File: config.mk
export PLATFORM = sky130hd
export DESIGN_NAME = network_mul_arbiter
export DESIGN_NICKNAME = d
export VERILOG_FILES = /design/src/rtl/network_mul_arbiter.sv
export SDC_FILE = /design/constraint.sdc
export NUM_CORES = 1
export LEC_CHECK = 0
export CAP_MARGIN = 20
export CORE_MARGIN = 3
export CORE_UTILIZATION = 35
export DETAILED_ROUTE_END_ITERATION = 8
export SLEW_MARGIN = 15
export SYNTH_ARGS = -nofsm -noshare
export SYNTH_HDL_FRONTEND = slang
export SYNTH_SLANG_ARGS = --single-unit
File: constraint.sdc
create_clock -name ap_clk -period 9.8 [get_ports ap_clk]
set_input_delay 1.96 -clock ap_clk [delete_from_list [all_inputs] [get_ports ap_clk]]
set_output_delay 1.96 -clock ap_clk [all_outputs]
set_load 0.1 [all_outputs]
File: src/rtl/network_mul_arbiter.sv
// Round-robin arbiter that shares one signed 16x16 multiplier among four requesters.
// Define NETWORK_MUL_ARBITER_OUTREG_EN to add a second output register (latency 2 instead of 1).
module network_mul_arbiter #(
   parameter logic [31:0] ID    = 32'd1,
   parameter int          N_REQ = 4
) (
   input  logic                 ap_clk,
   input  logic                 ap_rst,
   input  logic [N_REQ-1:0]     req_valid,
   output logic [N_REQ-1:0]     req_ready,
   input  logic [16*N_REQ-1:0]  req_a,
   input  logic [16*N_REQ-1:0]  req_b,
   output logic                 res_valid,
   input  logic                 res_ready,
   output logic [31:0]          res_dout,
   output logic [1:0]           res_id,
   output logic [31:0]          op_count,
   output logic                 ap_idle
);

   logic        unused_id;
   logic [1:0]  ptr_q, ptr_d;
   logic        s1_valid_q, s1_valid_d;
   logic [31:0] s1_dout_q, s1_dout_d;
   logic [1:0]  s1_id_q, s1_id_d;
   logic [31:0] op_count_q, op_count_d;
   logic        found, grant, s1_adv;
   logic [1:0]  win_id, idx;
   logic signed [15:0] a_sel, b_sel;
   logic signed [31:0] prod;

   assign unused_id = ^ID;

   always_comb begin
      found  = 1'b0;
      win_id = 2'd0;
      idx    = 2'd0;
      for (int k = 0; k < N_REQ; k++) begin
         idx = ptr_q + 2'(k);
         if (!found && req_valid[idx]) begin
            found  = 1'b1;
            win_id = idx;
         end
      end
   end

   assign a_sel = req_a[16*win_id +: 16];
   assign b_sel = req_b[16*win_id +: 16];
   assign prod  = a_sel * b_sel;

`ifdef NETWORK_MUL_ARBITER_OUTREG_EN
   logic        s2_valid_q, s2_valid_d;
   logic [31:0] s2_dout_q, s2_dout_d;
   logic [1:0]  s2_id_q, s2_id_d;
   logic        s2_adv;

   // Stall ripples back one stage at a time: stage 1 may fill while stage 2 waits.
   assign s2_adv = !s2_valid_q || res_ready;
   assign s1_adv = !s1_valid_q || s2_adv;

   always_comb begin
      s2_valid_d = s2_valid_q;
      s2_dout_d  = s2_dout_q;
      s2_id_d    = s2_id_q;
      if (s2_adv) begin
         s2_valid_d = s1_valid_q;
         if (s1_valid_q) begin
            s2_dout_d = s1_dout_q;
            s2_id_d   = s1_id_q;
         end
      end
   end

   always_ff @(posedge ap_clk) begin
      if (ap_rst) begin
         s2_valid_q <= 1'b0;
         s2_dout_q  <= 32'd0;
         s2_id_q    <= 2'd0;
      end else begin
         s2_valid_q <= s2_valid_d;
         s2_dout_q  <= s2_dout_d;
         s2_id_q    <= s2_id_d;
      end
   end

   assign res_valid = s2_valid_q;
   assign res_dout  = s2_dout_q;
   assign res_id    = s2_id_q;
   assign ap_idle   = !((|req_valid) || s1_valid_q || s2_valid_q);
`else
   assign s1_adv    = !s1_valid_q || res_ready;
   assign res_valid = s1_valid_q;
   assign res_dout  = s1_dout_q;
   assign res_id    = s1_id_q;
   assign ap_idle   = !((|req_valid) || s1_valid_q);
`endif

   assign grant = found && s1_adv && !ap_rst;

   always_comb begin
      for (int i = 0; i < N_REQ; i++) begin
         req_ready[i] = grant && (win_id == 2'(i));
      end
   end

   always_comb begin
      s1_valid_d = s1_adv ? grant : s1_valid_q;
      s1_dout_d  = grant ? prod : s1_dout_q;
      s1_id_d    = grant ? win_id : s1_id_q;
      op_count_d = op_count_q + 32'(grant);
      ptr_d      = grant ? win_id + 2'd1 : ptr_q;
   end

   always_ff @(posedge ap_clk) begin
      if (ap_rst) begin
         ptr_q      <= 2'd0;
         s1_valid_q <= 1'b0;
         s1_dout_q  <= 32'd0;
         s1_id_q    <= 2'd0;
         op_count_q <= 32'd0;
      end else begin
         ptr_q      <= ptr_d;
         s1_valid_q <= s1_valid_d;
         s1_dout_q  <= s1_dout_d;
         s1_id_q    <= s1_id_d;
         op_count_q <= op_count_d;
      end
   end

   assign op_count = op_count_q;

endmodule
==> metrics.txt <==
synthesized area between 0.01 and 0.015 mm2; Vias 10932; grt ovf 0; Most used DFF post-synth dfxtp_1; hold_ws around 0.47 ns; Slew Limit Fails 0; classification of the worst setup path in2reg; routability cong. 0.935; hpwl dp approximately 32000 um; gr usage total between 10% and 20%; R2R depth 29; largest cells by area after synthesis fa_1, dfxtp_1, inv_1; first-pass GRT wire length between 50000 and 60000 um; layout cells sized above 1 approximately 5.9%; I/O Pins 207; worst r2r src ptr_q[1]; clock buffer count from CTS 9; Area growth, synth to finish 24.3%; Worst setup EP type register; final clock skew 0.00530 ns; DP Worst Slack -0.140 ns; Async S/R FF share, synth 0%; outcome finished clean; Worst Hold Launch res_id[0]; filler instances roughly 3800; Max-Cap Viols 0; cell count after synthesis 1520; max incr delay on CP about 0.54 ns; Yosys reg bits about 70; Hold EP res_id[0]; Mapped Nets ~2000; Worst EP required approximately 10 ns; reg2reg end res_dout[31]; Die Y between 200 and 250 um; worst slew pin tran 1.04 ns; fin crit period around 9.4 ns; H-tree Lvls 3; Yosys Warn Count 0; per-cell routed wire length 16.6 um; row cnt 71; post-synth cell types between 50 and 60; Synth area leader fa_1; 1st-iter DRT viols 658; initial core utilization a little over a third; hold buffers post-CTS 0; antenna cells 0; critical path's most frequent cell fa_1; most frequent cell after synthesis inv_1; EDFF count, synth 0; Mean Syn Cell Area between 8 and 9 um2; die width between 200 and 250 um; Commonest cells post-synth inv_1, fa_1, nor2_1, nand2_1, ha_1; Setup WS post-layout between 0.3 and 0.4 ns; type of origin of the critical path input pin; Avg Vias per Cell 4.85; clock-pin slew on the worst setup and hold paths ~0.060 ns; Tcrit/Tclk final a little over nine tenths; Worst path slowest cell fa_1; DRT antenna net count 0; Final #Nets ~2200; Area after DPL around 0.016 mm2; Port Buf Inserts roughly 210; register area share after synthesis between 10% and 20%; Hold Path Stages 2; Final Instance Area between 0.015 and 0.02 mm2; drt drc 0; setup slack, reg-to-reg approximately 2 ns; final hold vios 0; Rel. slew slack between 30% and 40%; crit path max fanout 42; CTS sink cnt 69; pin count of the biggest net entering global routing about 70; worst skew pair latency between 0.3 and 0.4 ns; CTS tree built; total die area just over 0.04 mm2; initial antenna violation count 0; Clock Path Buffers 2; Fmax achieved around 0.11 GHz; CTS root buffer clkbuf_16; # setup viols final 0; core area approximately 0.038 mm2; vias in the first global route roughly 11000; DRT Pass-1 Iters 5; Critical Path AT a little under 10 ns; final wirelength 37400 um; post-synth top area share approximately two fifths; class of the worst hold path reg2reg
## repair_timing
item / in CTS / in global routing
setup buffers: 0 / 2
resized for setup: 0 / 5
setup endpoints to repair: 0 / 6
## stage by stage
stage                     TNS [ns]  instances  util, %
after floorplan                  0       1520        -
after global placement    -0.00634       2235     43.4
after detailed placement    -0.325       2235     43.4
after CTS                        0       2251     44.2
after global routing       -0.0244       2253     44.3
final                            0       2253     44.3
## cell usage in the layout, fill, tap and decap left out, drive strengths merged, types with 11 or more instances in the layout
cell,instances
ha,88
nand3b,36
a21o,17
nand3,21
o21ai,48
dfxtp,69
xor2,23
inv,298
clkbuf,11
nor2,175
mux2i,75
a21oi,27
buf,48
fa,262
and2,14
mux2,24
xnor2,36
nand2,165
clkdlybuf4s50,205
## cells by family (layout without fill, tap and decap cells)
family | after synthesis | in the layout | synth area share (%)
AND/OR/NAND/NOR | 475 | 475 | 16.2
adder cells (fa/ha/maj) | 350 | 350 | 47.0
buffers and inverters | 345 | 567 | 9.71
AO/OA/AOI/OAI | 123 | 123 | 5.45
multiplexers | 99 | 99 | 7.56
flip-flops | 69 | 69 | 10.2
XOR/XNOR | 59 | 59 | 3.83
## worst max-delay path by stage
stage / start / endpoint / slack, ns / cells past startpoint
after global routing: req_valid[1] / res_dout[31] / -0.02 / 30
after CTS: req_valid[0] / res_dout[30] / 0.21 / 29
after detailed placement: req_valid[0] / res_dout[30] / -0.14 / 29
after floorplan: req_valid[0] / res_dout[30] / 0.80 / 30
after global placement: req_valid[1] / res_dout[31] / -0.006 / 30
final: req_valid[1] / res_dout[31] / 0.36 / 30
## cell type report
cell class / count / area [um2] / area share [%]
repair buffers: 253 / 2470 / 14.7
flip-flops and latches: 69 / 1380 / 8.23
multi-input cells: 1106 / 10900 / 64.7
clock buffers: 11 / 253 / 1.51
clock inverters: 5 / 58.8 / 0.350
well taps: 511 / 639 / 3.81
inverters: 298 / 1120 / 6.67
## per-layer routing
layer / share of wire [%] / global-route usage, % / vias up
met5: 0 / 0 / -
met4: 2.4 / 4.70 / 0
met3: 5.1 / 2.46 / 48
met2: 53 / 33.0 / 264
met1: 39 / 22.8 / 5504
li1: - / - / 5116
## worst max-delay path, delay by kind of cell
family          cells  cell delay [ns]
buf+inv             8             1.32
simple gates        5             0.71
fa+ha+maj           7             3.36
xor+xnor            1             0.28
mux                 2             0.66
compound gates      7             1.25
## registers in the layout (all words and copies together) (netlist names)
| signal | count |
|---|---|
| op_count | 32 |
| ptr_q | 2 |
| res_dout | 32 |
| res_valid | 1 |
| res_id | 2 |
Power is not shown: default switching activity piles up to over one toggle a cycle in this logic, so the estimate is an artifact.
